**src/rtl/int_vec_pkg.sv**
```systemverilog
`default_nettype none
// ============================================================================
//  Module   : int_vec_pkg
//  Brief    : Shared types and constants for the int8 vector ALU dot-product
//             accumulator stage.
//  Revision : 1.0  initial release
// ============================================================================
package int_vec_pkg;

    // Width of an unsigned int8 x int8 product delivered by the multiplier.
    localparam int PROD_W = 16;

    // Two-state accumulator FSM, explicitly one bit wide.
    typedef enum logic [0:0] {
        ACC  = 1'b0,
        DONE = 1'b1
    } state_t;

    // Longest vector a LEN_W-bit beat counter can describe.
    function automatic int max_len(input int len_w);
        return (1 << len_w) - 1;
    endfunction

endpackage : int_vec_pkg
`default_nettype wire

```
**src/rtl/dot_acc_add.sv**
```systemverilog
`default_nettype none
// ============================================================================
//  Module   : dot_acc_add
//  Brief    : Combinational accumulator adder: acc + zero-extended product,
//             with carry-out. Build option SATURATE_EN clamps the sum to
//             all-ones on carry; otherwise the sum wraps.
//  Revision : 1.0  initial release
// ============================================================================
module dot_acc_add
    import int_vec_pkg::*;
#(
    parameter int ACC_W = 32
) (
    input  logic [ACC_W-1:0]  i_acc,
    input  logic [PROD_W-1:0] i_prod,
    output logic [ACC_W-1:0]  o_sum,
    output logic              o_carry
);

    logic [ACC_W:0] w_full;

    // One extra bit captures the carry; the product is always unsigned.
    assign w_full  = {1'b0, i_acc} + {{(ACC_W + 1 - PROD_W){1'b0}}, i_prod};
    assign o_carry = w_full[ACC_W];

`ifdef SATURATE_EN
    // Once clamped, any further non-zero product carries again, so the
    // accumulator stays pinned at the maximum for the rest of the vector.
    assign o_sum = o_carry ? {ACC_W{1'b1}} : w_full[ACC_W-1:0];
`else
    assign o_sum = w_full[ACC_W-1:0];
`endif

endmodule : dot_acc_add
`default_nettype wire

```
**src/rtl/int8_dot_acc.sv**
```systemverilog
`default_nettype none
// ============================================================================
//  Module   : int8_dot_acc
//  Brief    : Accumulates a valid/ready stream of 16-bit unsigned products into
//             one dot-product result per vector (closed by in_last or by the
//             beat-count limit) and holds it until handshaked.
//             Optional macro: SATURATE_EN (clamp instead of wrap on overflow).
//  Revision : 1.0  initial release
// ============================================================================
module int8_dot_acc
    import int_vec_pkg::*;
#(
    parameter int ACC_W = 32,
    parameter int LEN_W = 8
) (
    input  logic              clk,
    input  logic              rst_n,
    input  logic              in_valid,
    output logic              in_ready,
    input  logic [PROD_W-1:0] in_prod,
    input  logic              in_last,
    output logic              out_valid,
    input  logic              out_ready,
    output logic [ACC_W-1:0]  out_sum,
    output logic [LEN_W-1:0]  out_cnt,
    output logic              out_ovf,
    output logic              out_trunc
);

    localparam logic [LEN_W-1:0] C_MAX_LEN = LEN_W'(max_len(LEN_W));

    state_t             r_state;
    logic [ACC_W-1:0]   r_acc;
    logic [LEN_W-1:0]   r_cnt;
    logic               r_ovf;
    logic [ACC_W-1:0]   r_out_sum;
    logic [LEN_W-1:0]   r_out_cnt;
    logic               r_out_ovf;
    logic               r_out_trunc;

    logic               w_accept;
    logic               w_close;
    logic [LEN_W-1:0]   w_cnt_nxt;
    logic [ACC_W-1:0]   w_sum;
    logic               w_carry;

    dot_acc_add #(
        .ACC_W (ACC_W)
    ) u_add (
        .i_acc   (r_acc),
        .i_prod  (in_prod),
        .o_sum   (w_sum),
        .o_carry (w_carry)
    );

    // Handshake flags come straight from the state register.
    assign in_ready  = (r_state == ACC);
    assign out_valid = (r_state == DONE);

    assign w_accept  = in_valid & in_ready;
    assign w_cnt_nxt = r_cnt + 1'b1;
    assign w_close   = w_accept & (in_last | (w_cnt_nxt == C_MAX_LEN));

    assign out_sum   = r_out_sum;
    assign out_cnt   = r_out_cnt;
    assign out_ovf   = r_out_ovf;
    assign out_trunc = r_out_trunc;

    // FSM, running accumulator and result registers.
    always_ff @(posedge clk) begin
        if (!rst_n) begin
            r_state     <= ACC;
            r_acc       <= '0;
            r_cnt       <= '0;
            r_ovf       <= 1'b0;
            r_out_sum   <= '0;
            r_out_cnt   <= '0;
            r_out_ovf   <= 1'b0;
            r_out_trunc <= 1'b0;
        end else begin
            case (r_state)
                ACC: begin
                    if (w_close) begin
                        // Closing beat: publish result, restart the vector.
                        r_out_sum   <= w_sum;
                        r_out_cnt   <= w_cnt_nxt;
                        r_out_ovf   <= r_ovf | w_carry;
                        r_out_trunc <= ~in_last;
                        r_acc       <= '0;
                        r_cnt       <= '0;
                        r_ovf       <= 1'b0;
                        r_state     <= DONE;
                    end else if (w_accept) begin
                        r_acc <= w_sum;
                        r_cnt <= w_cnt_nxt;
                        r_ovf <= r_ovf | w_carry;
                    end
                end
                DONE: begin
                    if (out_ready) begin
                        r_state <= ACC;
                    end
                end
                default: r_state <= ACC;
            endcase
        end
    end

endmodule : int8_dot_acc
`default_nettype wire
```
**config.mk**
```make
export PLATFORM = sky130hd
export DESIGN_NAME = int8_dot_acc
export DESIGN_NICKNAME = d
export VERILOG_FILES = /design/src/rtl/int_vec_pkg.sv /design/src/rtl/dot_acc_add.sv /design/src/rtl/int8_dot_acc.sv
export SDC_FILE = /design/constraint.sdc
export NUM_CORES = 1
export LEC_CHECK = 0
export BUFFER_PORTS_ARGS = -buffer_cell sky130_fd_sc_hd__buf_2
export CAP_MARGIN = 20
export CORE_ASPECT_RATIO = 1.2
export CORE_MARGIN = 10
export CORE_UTILIZATION = 30
export CTS_CLUSTER_SIZE = 40
export DETAILED_ROUTE_END_ITERATION = 10
export PLACE_DENSITY = 0.55
export SLEW_MARGIN = 5
export SYNTH_ARGS = -nofsm -noshare
export SYNTH_HDL_FRONTEND = slang
export SYNTH_SLANG_ARGS = --single-unit
```
**constraint.sdc**
```tcl
create_clock -name clk -period 3.85 [get_ports clk]
set_input_delay 0.9625 -clock clk [delete_from_list [all_inputs] [get_ports clk]]
set_output_delay 0.9625 -clock clk [all_outputs]
set_load 0.05 [all_outputs]
```
Word level (Yosys, flattened, before mapping) --
Index checks and enable logic that the tools add are counted.
Cells by class: add/sub/neg operators 2, eq/ne operators 1, multiplexer cells 9, bitwise gates (word level) 6, reduce and logical (&&, ||, !) cells 3
Operators with widths (count):
- two-way mux 32 bit | 2
- adder 32 x 16 -> 33 bit | 1
- two-way mux 8 bit | 2
- adder 8 x 1 -> 8 bit (second input constant) | 1
- == test 8 bit (second input constant) | 1
- two-way mux 1 bit | 4
- AND reduction 2 bit | 2
- bitwise AND 1 bit | 2
- NOT 1 bit | 2
- OR 1 bit | 2
- case mux 1 bit (2 select lines) | 1
- nonzero test 2 bit | 1
Storage, ports and cells: flip-flop bits (word level) 84, input bits 21, output and inout port bits 44, logic and storage cells 29

Logic depth before layout (Yosys ltp) --
Gate-level depths: netlist (run 1).
depth after elaboration 6, mapped depth 12, depth with buffers taken out 10

Hierarchy --
From an unflattened synthesis (run 1), not the netlist that was laid out.
Unflattened totals: cells, all modules 497, area total of the unflattened synthesis 4443.0 um^2
Modules (own cells, without submodules):
- int8_dot_acc | instances 1, cells each 332, area each 3188.1 um^2, seq. area each 1681.6 um^2
- dot_acc_add | instances 1, cells each 165, area each 1255.0 um^2, seq. area each 0.0 um^2

Least setup slack after synthesis (run 1) --
No wires, ideal clock.
path kind input port to flip-flop, from input port in_prod[0], to register r_out_sum[22], in the netlist out_sum[22], library setup time 80 ps, arrival time 3142 ps, required time 3770 ps, setup slack 628 ps, stages on the path 11, path buffers 1, path through ha_1 fa_1 a211oi_1 o21bai_1 a21oi_1 o211ai_1 and2_0 clkbuf_1 and3_1 xnor2_1 a211oi_2
On the way: cells in the longest elaborated chain, start to end 1
Ends and longest elaborated chain:
- start: declaration | RTL line int8_dot_acc.sv:20 | input logic [PROD_W-1:0] in_prod,
- adder 32 x 16 -> 33 bit | RTL line dot_acc_add.sv:23 | assign w_full = {1'b0, i_acc} + {{(ACC_W + 1 - PROD_W){1'b0}}, i_prod};
- end signal: assignment | RTL line int8_dot_acc.sv:85 | r_out_sum <= w_sum;
- end: declaration | RTL line int8_dot_acc.sv:36 | logic [ACC_W-1:0] r_out_sum;
No other way between the ends. A chain may end at the register's enable or synchronous reset.

Worst setup path in the final report (run 1) --
from register r_cnt[0], to register r_acc[21]
On the way: cells in the longest elaborated chain, start to end 6, elaborated cells between the ends (all ways) 7, classes of those cells 1 x add/sub; 1 x eq/ne; 1 x mux; 2 x bitwise; 2 x reduce/logical
Ends and longest elaborated chain:
- start: declaration | RTL line int8_dot_acc.sv:34 | logic [LEN_W-1:0] r_cnt;
- start signal: assignment | RTL line int8_dot_acc.sv:95 | r_cnt <= w_cnt_nxt;
- adder 8 x 1 -> 8 bit * | RTL line int8_dot_acc.sv:61 | assign w_cnt_nxt = r_cnt + 1'b1;
- == test 8 bit * | RTL line int8_dot_acc.sv:62 | assign w_close = w_accept & (in_last | (w_cnt_nxt == C_MAX_LEN));
- OR 1 bit * | RTL line int8_dot_acc.sv:62
- bitwise AND 1 bit * | RTL line int8_dot_acc.sv:62
- nonzero test 2 bit (no source line)
- AND reduction 2 bit (no source line)
- end signal: assignment | RTL line int8_dot_acc.sv:94 | r_acc <= w_sum;
- end: declaration | RTL line int8_dot_acc.sv:33 | logic [ACC_W-1:0] r_acc;
Every way passes the cells marked *; elsewhere a longest branch is shown, timed or not.

==> reports/metrics.cfg, run 1 <==
[sta]
fin_worst_skew_ns = 0.005772
grt_setup_unrepaired = no
fmax_mhz = 310.5
maxSlewHeadroom_pct = 49.19
period_needed_ns = 3.220
hold_ws_ns = 0.4504
setup_viol_count_final = 0
setup-tns-final_ns = 0
hold_viol = 0
max_slew.worst_pin.slew_ns = 0.7621
final_max_slew_viol_count = 0
finalWorstSetupSlack_ns = 0.6296
fin_crit_sh_pct = 83.65

[floorplanning]
die_height_um = 155.5
io_pins = 65
fp.dieArea_um2 = 20670
num_rows = 49
start_util_pct = 30.56
coreArea_um2 = 15020
dieWidth_um = 132.9

[global_route]
grt_start_max_net_pins = 42
grt_usage_pct = 12.24
grt_remaining_overflow = 0
antenna_violations_before_repair = 0
number_of_global_route_vias_before_repair = 4031
wire_length_of_the_first_global_routing_pass_um = 20890

[layout]
antenna-diode-count = 0
post_route_cells_drive_above_1_share_pct = 18.02
final_nets = 651
final-instance-count-excl-fill = 820
area.growth.synth_to_final_pct = 17.33
fill_cell_instance_count_of_the_final_layout = 1591

[place]
placed_cells_incl_taps = 804
place_hpwl_um = 9220
dpl_worst_slack_ns = 0.2706
place_congestion = 0.9061
portBuffers = 64

[critical_path]
crit_path_max_cell_delay_ns = 0.66
largest_fanout_on_the_critical_path = 14
cp_slowest_cell = o21ba_1
nature_of_the_critical_path_startpoint = flop
worst_ep_arrival_time_ns = 3.50
crit_required_ns = 4.13
criticalPathCategory = flop to flop
worst-path-buf-inv = 0
timing.critical_path.max_delay_family = simple AND/OR/NAND/NOR gates
timing.critical_path.cells = and3_2 -> nor4b_4 -> xnor2_1 -> o21ba_1 -> nand2_1 -> or4_1 -> nand3_1
worstSetupEndpointType = flop

[route]
route.antenna.remaining_nets = 0
routed_wire_length_per_instance_um = 15.66
route.detailed.drc = 0
drt_pass1_iterations = 4
via_per_inst = 5.107
drt-total-wl_um = 12840
num_vias = 4188
drt_iter0_drc = 306

[yosys]
mappedNetlistArea_um2 = 4591
mappedNetlistNets = 602
share_of_yosys_cell_area_claimed_by_the_top_area_cell_type_pct = 36.63
synth.ff_latch_count = 84
synth-xor-area-share_pct = 5.914
synth_simple_gate_area_share_pct = 24.37
yosysWarningCount = 0
synth-compound-area-share_pct = 22.76
synth_enable_flop_cells = 0
synth_fa_ha_area_share_pct = 5.342
muxShareOfSynthArea_pct = 0.2180
synthCells = 562
netlist-cell-type-count = 59
most_area_consuming_cells_after_synthesis = dfxtp_1 37%, a21oi_1 6.3%, nand2_1 5.5%
synth_flop_cell = dfxtp_1
yosysMostFrequentCell = dfxtp_1
syn-mean-instance-area_um2 = 8.168
seq_area_frac_synth_pct = 36.63
largest_family_of_logic_cells_by_synthesized_area = simple AND/OR/NAND/NOR gates
library_cell_with_the_largest_summed_area_after_synthesis = dfxtp_1
async_reset_ff_share_pct = 0
synthTopCellsByCount = 84 x dfxtp_1, 67 x nand2_1, 58 x a21oi_1

[cts]
max-clock-path-buffers = 2
post-cts-setup-buffers = 0
tritoncts = yes
cts-buffers-inserted = 9
count_of_hold_fix_buffers_inserted_at_cts = 0
numClockSinks = 84
cts-resized-gates = 0
cts_root_buffer = clkbuf_16
clkLatencyLatePin_ns = 0.34
cts_max_level = 3
clkTransAtPathRegs_ns = 0.06

[power_and_ir_drop]
total_leakage_power_uw = 0.002110
power_density_nw_per_um2 = 413.0
ir_drop_mv = 0.2049

[outcome]
status = completed

[run]
maxCapViolCount = 0

[min_path]
hp-class = flop to flop

[layout make-up]
class	instances	area [um2]	area share, %
Timing Repair Buffer	75	427.9	7.944
Clock inverter	1	30.03	0.5575
Tap cell	204	255.2	4.739
Clock buffer	15	267.8	4.971
Sequential cell	84	1682	31.22
Multi-Input combinational cell	432	2690	49.94
Inverter	9	33.78	0.6272
[final timing paths]
kind,start,to,slack [ns],cells after the start
worst min-delay path,out_sum[1],out_sum[1],0.45,2
worst min register to register,out_sum[1],out_sum[1],0.45,2
worst max register to register,r_cnt[0],r_acc[21],0.63,7
worst max-delay path,r_cnt[0],r_acc[21],0.63,7
[cell usage in the layout (no fill, tap or decap), types with 9 or more instances in the layout]
master | synthesis | layout
a211oi_2 | 9 | 9
nand4_1 | 13 | 13
nor3_1 | 15 | 15
o21ai_0 | 27 | 27
buf_4 | 4 | 9
a211oi_1 | 14 | 14
nor2_1 | 50 | 50
a21oi_1 | 58 | 58
buf_2 | 7 | 64
nand3_1 | 33 | 33
xor2_1 | 14 | 14
nand2_1 | 67 | 67
dfxtp_1 | 84 | 84
ha_1 | 18 | 18
xnor2_1 | 17 | 17
clkbuf_16 | 0 | 9
[logic make-up after synthesis]
family	Yosys count
AO/OA/AOI/OAI	156
XOR/XNOR	31
adder cells (fa/ha/maj)	19
buffers and inverters	46
flip-flops	84
multiplexers	1
AND/OR/NAND/NOR	225
[where the power goes]
part	switching (uW)	internal, uW	leakage [uW]	total [uW]
combinational	291	122	0.00128	413
clock	343	540	0.000144	882
sequential	21.4	908	0.000684	930
[stage by stage]
step	area (um2)	utilization [%]	power (uW)
after floorplan	4591	-	1256
after global placement	5089	33.88	1357
after detailed placement	5089	33.88	1362
after CTS	5386	35.86	2250
after global routing	5386	35.86	2328
final	5386	35.86	2225
[worst register-to-register path, stage by stage, from the launching register on]
cell and delay (ns):
dfxtp_1 0.47, and3_2 0.30, nor4b_4 0.29, xnor2_1 0.23, o21ba_1 0.66, nand2_1 0.53
or4_1 0.60, nand3_1 0.09
[layer usage]
| metal | wire length, um | track usage (%) | part of all wire (%) | vias to the layer above |
|---|---|---|---|---|
| li1 | - | - | - | 2112 |
| met3 | 485 | 3.286 | 3.8 | 14 |
| met5 | 0 | 0 | 0 | - |
| met1 | 6153 | 15.36 | 48 | 1985 |
| met4 | 224 | 4.565 | 1.7 | 0 |
| met2 | 5980 | 19.64 | 47 | 77 |
[state kept, by name, summed over array words and instances (netlist names)]
name       flops
r_ovf          1
out_sum       32
out_valid      1
out_cnt        8
out_ovf        1
out_trunc      1
r_cnt          8
r_acc         32
No activity file was read; power rests on OpenSTA's default activity.
==> run 2: changes to the inputs <==
==> constraint.sdc (replaced) <==
create_clock -name clk -period 3.07 [get_ports clk]
set_input_delay 0.7675 -clock clk [delete_from_list [all_inputs] [get_ports clk]]
set_output_delay 0.7675 -clock clk [all_outputs]
set_load 0.05 [all_outputs]
==> run 2 against run 1 <==
Net effect: register-to-register slack worse by 0.29 ns; sequential share of layout area is 1.6 points lower; largest power group is now clock; global-route usage is 0.77 points higher; cell count is 4.1% higher; combinational power is 36% higher; cell area is 5.3% higher; clock skew is 0.0028 ns higher; clock power is 34% higher; setup slack worse by 0.47 ns; hold slack worse by 0.0014 ns; highest routed layer unchanged; first-iteration DRC count is 14% lower; critical path type is now input port to flop; wire length is 4.9% higher.
==> reports/metrics.cfg, run 2 (synthesis gave the netlist of run 1 again) <==
[critical_path]
cp_slowest_cell = or3_1
nature_of_the_critical_path_startpoint = input port
crit_path_max_cell_delay_ns = 0.40  ; -0.26 ns
timing.critical_path.mode_cell = buf_4
reg_to_reg_start = r_cnt[0]
timing.rr.end = r_acc[30]
worst_ep_arrival_time_ns = 3.17  ; -0.33 ns
worstSetupEndpointType = flop
largest_fanout_on_the_critical_path = 7  ; -7
crit_required_ns = 3.32  ; -0.81 ns
timing.critical_path.cells = buf_2 -> ha_1 -> a21oi_1 -> o21ai_0 -> a221oi_2 -> buf_4 -> o211ai_1 -> buf_4 -> nand4_1 -> or3_1 -> a311oi_1
setup.reg_to_reg.worst_slack_ns = 0.34  ; -0.29 ns
reg2regPathDepth = 9  ; +2
criticalPathCategory = input port to flop

[outcome]
status = completed

[cts]
cts_root_buffer = clkbuf_16
cts-buffers-inserted = 9  ; unchanged
numClockSinks = 84  ; unchanged
clkLatencyLatePin_ns = 0.35  ; about the same
clkTransAtPathRegs_ns = 0.06  ; about the same
cts_max_level = 3  ; unchanged
max-clock-path-buffers = 2  ; unchanged
tritoncts = yes

[floorplanning]
dieWidth_um = 132.9  ; unchanged
die_height_um = 155.5  ; unchanged
start_util_pct = 30.56  ; unchanged
coreArea_um2 = 15020  ; unchanged
io_pins = 65  ; unchanged
num_rows = 49  ; unchanged
fp.dieArea_um2 = 20670  ; unchanged

[power_and_ir_drop]
pwr-share-clk_pct = 40.6  ; +0.9 points
cellInternalPower_uw = 2043  ; +30%
net-switching-power_uw = 863.6  ; +32%
share_comb_of_total_power_pct = 19.3  ; +0.7 points
ir_drop_mv = 0.2741  ; +34%
power.sequential.fraction_pct = 40.1  ; -1.7 points
power.switching_fraction_pct = 29.72  ; +0.27 points
total_leakage_power_uw = 0.002291  ; +8.6%
power_density_nw_per_um2 = 512.3  ; +24%
total_power_draw_uw = 2906  ; +31%

[place]
dpl_worst_slack_ns = -0.1703  ; -0.4409 ns
place_hpwl_um = 9724  ; +5.5%
place_congestion = 0.8771  ; -3.2%
portBuffers = 64  ; unchanged

[global_route]
grt_usage_pct = 13.01  ; +0.77 points
antenna_violations_before_repair = 0  ; unchanged
grt_remaining_overflow = 0  ; unchanged
wire_length_of_the_first_global_routing_pass_um = 21990  ; +5.3%
number_of_global_route_vias_before_repair = 4216  ; +4.6%
grt_start_max_net_pins = 56  ; +33%

[layout]
post_route_cells_drive_above_1_share_pct = 23.08  ; +5.1 points
final_nets = 685  ; +5.2%
fill_cell_instance_count_of_the_final_layout = 1550  ; -2.6%
area.growth.synth_to_final_pct = 23.58
most_frequent_cells_in_the_layout = 84 x dfxtp_1, 67 x nand2_1, 64 x buf_2, 58 x a21oi_1, 50 x nor2_1
final_common_cell = dfxtp_1
antenna-diode-count = 0  ; unchanged

[sta]
setup_viol_count_final = 0  ; unchanged
maxSlewHeadroom_pct = 63.14  ; +14 points
final_max_slew_viol_count = 0  ; unchanged
hold_ws_ns = 0.4490  ; -0.001403 ns
fmax_mhz = 343.6
finalWorstSetupSlack_ns = 0.1595  ; -0.4701 ns
period_needed_ns = 2.911
fin_crit_sh_pct = 94.81
grt_setup_unrepaired = no
hold_viol = 0  ; unchanged
max_slew.worst_pin.slew_ns = 0.5479  ; -0.2142 ns
fin_worst_skew_ns = 0.008595  ; +0.002822 ns

[route]
drt_pass1_iterations = 4  ; unchanged
route.detailed.drc = 0  ; unchanged
drt-total-wl_um = 13470  ; +4.9%
via_per_inst = 5.087  ; -0.40%
route.antenna.remaining_nets = 0  ; unchanged
routed_wire_length_per_instance_um = 15.78  ; +0.74%
drt_iter0_drc = 263  ; -14%
num_vias = 4344  ; +3.7%

[run]
maxCapViolCount = 0  ; unchanged

[min_path]
worst_hold_startpoint = out_sum[19]
whs_path_depth = 2  ; unchanged
holdPathEnd = out_sum[19]
hp-class = flop to flop

run 2: worst max-delay path, delay by kind of cell:
kind	cells	cell delay, ns
compound gates	5	0.96
simple gates	2	0.66
buf+inv	3	0.42
fa+ha+maj	1	0.35
run 2: per-layer routing:
| layer | up-vias | track usage, % | routed length [um] | share of wire, % |
|---|---|---|---|---|
| met3 | 14 | 2.803 | 584 | 4.3 |
| met4 | 0 | 5.876 | 267 | 2.0 |
| met1 | 2047 | 16.36 | 6381 | 47 |
| met5 | - | 0 | 0 | 0 |
| met2 | 99 | 20.90 | 6239 | 46 |
| li1 | 2184 | - | - | - |
run 2: through the flow:
stage                     util (%)  cell area (um2)  setup TNS [ns]  std cells
after detailed placement     35.53             5336          -1.310        837
after CTS                    37.68             5659               0        853
after floorplan                  -             4591               0        562
after global placement       35.53             5336         -0.6627        837
final                        37.77             5673               0        854
after global routing         37.77             5673               0        854
run 2: repair_timing:
item,in CTS,in global routing
endpoints found under the setup margin,0,4
gates resized for setup,0,1
hold buffers,0,0
setup buffers,0,1
run 2: how the worst max path moves through the flow:
stage | startpoint | endpoint | slack [ns] | cells after the start
global route | in_prod[0] | out_sum[28] | 0.03 | 12
global placement | in_prod[7] | r_acc[30] | -0.11 | 12
detailed placement | in_prod[7] | r_acc[30] | -0.17 | 12
CTS | in_prod[7] | r_acc[30] | 0.16 | 12
floorplan | in_prod[0] | out_sum[22] | 0.04 | 11
finish | in_prod[7] | out_sum[30] | 0.16 | 11
run 2: cell type report:
cell class,count,area (um2),area share (%)
tap,204,255.2,4.499
inverter,9,33.78,0.5955
sequential,84,1682,29.64
clock buffer,13,280.3,4.940
clock inverter,3,42.54,0.7499
timing repair buffer,109,683.2,12.04
multi-input combinational,432,2696,47.53
run 2: power groups by stage:
stage | Sequential, uW | Combinational [uW] | Clock, uW
2_1_floorplan | 1310 | 269 | 0
3_3_place_gp | 1190 | 557 | 0
3_5_place_dp | 1190 | 561 | 0
4_1_cts | 1170 | 565 | 1210
5_1_grt | 1170 | 611 | 1250
6_report | 1170 | 561 | 1180
==> run 3: changes to the inputs <==
--- a/config.mk
+++ b/config.mk
@@ -16,4 +16,5 @@
 export SLEW_MARGIN = 5
 export SYNTH_ARGS = -nofsm -noshare
 export SYNTH_HDL_FRONTEND = slang
+export SYNTH_HIERARCHICAL = 1
 export SYNTH_SLANG_ARGS = --single-unit
==> run 3 against run 2 <==
Net effect: global-route usage decreased by 1.1 points; sequential cell count unchanged; critical path depth decreased by 1; wire length decreased by 13%; power decreased by 9.3%; via count decreased by 12%; core utilization decreased by 1.3 points; cell area decreased by 7.0%; clock-buffer cell count decreased by 3; maximum frequency increased by 4.6%; largest cell class unchanged.
==> reports/metrics.cfg, run 3 <==
[yosys]
mappedNetlistArea_um2 = 4443  ; -3.2%
syn-mean-instance-area_um2 = 8.940  ; +9.4%
seq_area_frac_synth_pct = 37.85  ; +1.2 points
synth_enable_flop_cells = 0  ; unchanged
netlist-cell-type-count = 62  ; +5.1%
mappedNetlistNets = 537  ; -11%
yosysWarningCount = 6  ; +6
most_area_consuming_cells_after_synthesis = dfxtp_1 38%, nand2_1 7.8%, a22o_1 6.9%
yosysMostFrequentCell = nand2_1
synthTopCellsByCount = 92 x nand2_1, 84 x dfxtp_1, 54 x a21oi_1
synth.ff_latch_count = 84  ; unchanged
synthCells = 497  ; -12%
synth_flop_cell = dfxtp_1
library_cell_with_the_largest_summed_area_after_synthesis = dfxtp_1
share_of_yosys_cell_area_claimed_by_the_top_area_cell_type_pct = 37.85  ; +1.2 points
async_reset_ff_share_pct = 0  ; unchanged

[route]
via_per_inst = 5.020  ; -1.3%
drt_iter0_drc = 284  ; +8.0%
route.detailed.drc = 0  ; unchanged
drt-total-wl_um = 11680  ; -13%
drt_pass1_iterations = 4  ; unchanged
num_vias = 3825  ; -12%
routed_wire_length_per_instance_um = 15.33  ; -2.8%
route.antenna.remaining_nets = 0  ; unchanged

[sta]
hold_ws_ns = 0.4516  ; +0.002638 ns
maxSlewHeadroom_pct = 56.42  ; -6.7 points
grt_setup_unrepaired = no
setup_viol_count_final = 0  ; unchanged
max_slew.worst_pin.slew_ns = 0.6524  ; +0.1045 ns
hold_viol = 0  ; unchanged
fin_worst_skew_ns = 0.008491  ; -0.0001035 ns
fin_crit_sh_pct = 90.64  ; -4.2 points
final_max_slew_viol_count = 0  ; unchanged
fmax_mhz = 359.4  ; +4.6%
period_needed_ns = 2.783  ; -0.1278 ns

[global_route]
global_route_met3_usage_pct = 3.010  ; +0.21 points
wire_length_of_the_first_global_routing_pass_um = 19330  ; -12%
grt_start_max_net_pins = 38  ; -32%
globalRouteMet2Util_pct = 19.77  ; -1.1 points
grt_remaining_overflow = 0  ; unchanged
number_of_global_route_vias_before_repair = 3856  ; -8.5%
grt_usage_pct = 11.92  ; -1.1 points
antenna_violations_before_repair = 0  ; unchanged
routing_layer_with_the_top_usage_in_global_route = met2
gr-usage-met1_pct = 14.34  ; -2.0 points

[layout]
post_route_cells_drive_above_1_share_pct = 22.78  ; -0.30 points
most_frequent_cells_in_the_layout = 92 x nand2_1, 84 x dfxtp_1, 64 x buf_2, 54 x a21oi_1, 35 x a22o_1
final_area_um2 = 5276  ; -7.0%
final_common_cell = nand2_1
final_nets = 597  ; -13%
antenna-diode-count = 0  ; unchanged
area.growth.synth_to_final_pct = 18.76

[cts]
max-clock-path-buffers = 2  ; unchanged
cts-resized-gates = 0  ; unchanged
post-cts-setup-buffers = 0  ; unchanged
clkLatencyLatePin_ns = 0.35  ; about the same
cts_max_level = 3  ; unchanged
tritoncts = yes
cts-buffers-inserted = 9  ; unchanged
numClockSinks = 84  ; unchanged
count_of_hold_fix_buffers_inserted_at_cts = 0  ; unchanged
clkTransAtPathRegs_ns = 0.06  ; about the same
cts_root_buffer = clkbuf_16

[min_path]
worst_hold_startpoint = out_sum[25]
holdPathEnd = out_sum[25]
whs_path_depth = 2  ; unchanged
hp-class = flop to flop

[critical_path]
nature_of_the_critical_path_startpoint = input port
largest_fanout_on_the_critical_path = 4  ; -3
crit_required_ns = 3.31  ; about the same
reg2regPathDepth = 8  ; -1
worstSetupEndpointType = flop
setup.reg_to_reg.worst_slack_ns = 0.34  ; about the same
reg_to_reg_start = r_cnt[0]
criticalPathCategory = input port to flop
worst_ep_arrival_time_ns = 3.02  ; -0.15 ns
timing.rr.end = out_cnt[2]

[place]
place_congestion = 0.8147  ; -7.1%
portBuffers = 64  ; unchanged
placement.cell_area_um2 = 4966  ; -6.9%
place_hpwl_um = 8530  ; -12%

[floorplanning]
start_util_pct = 30.70  ; +0.13 points
io_pins = 65  ; unchanged
die_height_um = 153.3  ; -1.4%
coreArea_um2 = 14470  ; -3.6%
dieWidth_um = 131.1  ; -1.4%
num_rows = 48  ; -2.0%
fp.dieArea_um2 = 20100  ; -2.8%

[run]
maxCapViolCount = 0  ; unchanged

[power_and_ir_drop]
total_leakage_power_uw = 0.002204  ; -3.8%
ir_drop_mv = 0.2711  ; -1.1%
power_density_nw_per_um2 = 499.4  ; -2.5%

[outcome]
status = completed

[run 3: cell count changes in the layout (fill, tap and decap cells not counted), moves of 7 or more]
cell and delta:
buf_4 -28, nor3_1 -10, a31oi_1 -8, a22o_1 +35, nand3_1 -18, nand2_1 +25, nor2_1 -38, nand3b_1 -8
nand4_1 -9, o21ai_0 -23, a211oi_1 -7
[run 3: layout make-up]
class,count,area (um2)
repair buffers,80,452.9
flip-flops and latches,84,1682
fillers,1533,9198
clock inverters,6,71.32
clock buffers,10,239.0
well taps,200,250.2
inverters,13,48.80
multi-input cells,369,2532
[run 3: kinds of logic after synthesis]
logic type                 Yosys count  share of synthesized area [%]
and+or+nand+nor                    163                          17.85
AOI/OAI and AO/OA                  155                          27.26
buffers and inverters               44                          5.210
adders and majority gates           19                          5.520
xor gates and xnor gates            32                          6.308
DFF                                 84                          37.85
[run 3: worst max path at each step]
stage,from,end,slack [ns],cells past startpoint
global route,in_prod[0],out_sum[14],0.10,11
detailed placement,in_prod[0],r_acc[14],-0.07,10
floorplan,in_prod[0],r_acc[14],0.23,9
finish,in_prod[0],r_acc[14],0.29,10
CTS,in_prod[0],r_acc[14],0.29,10
global placement,in_prod[0],out_sum[14],-0.03,11
[run 3: critical path: stages]
cell and delay [ns]:
buf_2 0.11, ha_1 0.21, fa_1 0.41, a21o_1 0.21, a221o_1 0.38, a221oi_2 0.34, o21bai_1 0.13, a21oi_2 0.16
xnor2_1 0.09, a22o_1 0.22
[run 3: power by group]
part	total, uW	leakage [uW]	switching [uW]	internal (uW)
Clock	1120	0.000145	466	658
Sequential	1140	0.000680	18.7	1120
Combinational	374	0.00138	241	133
[run 3: through the flow]
stage	total power, uW	std cells	util (%)	setup TNS, ns	setup slack [ns]
floorplan	1439	497	-	0	0.2279
global route	2753	762	36.45	0	0.1035
global placement	1534	746	34.31	-0.06289	-0.03197
finish	2635	762	36.45	0	0.2873
CTS	2676	762	36.45	0	0.2944
detailed placement	1537	746	34.31	-0.1940	-0.06669
[run 3: routing by layer]
metal	up-vias	wire, um	part of all wire, %
li1	1909	-	-
met1	1836	5327	46
met2	69	5622	48
met3	11	541	4.6
met4	0	190	1.6
met5	-	0	0
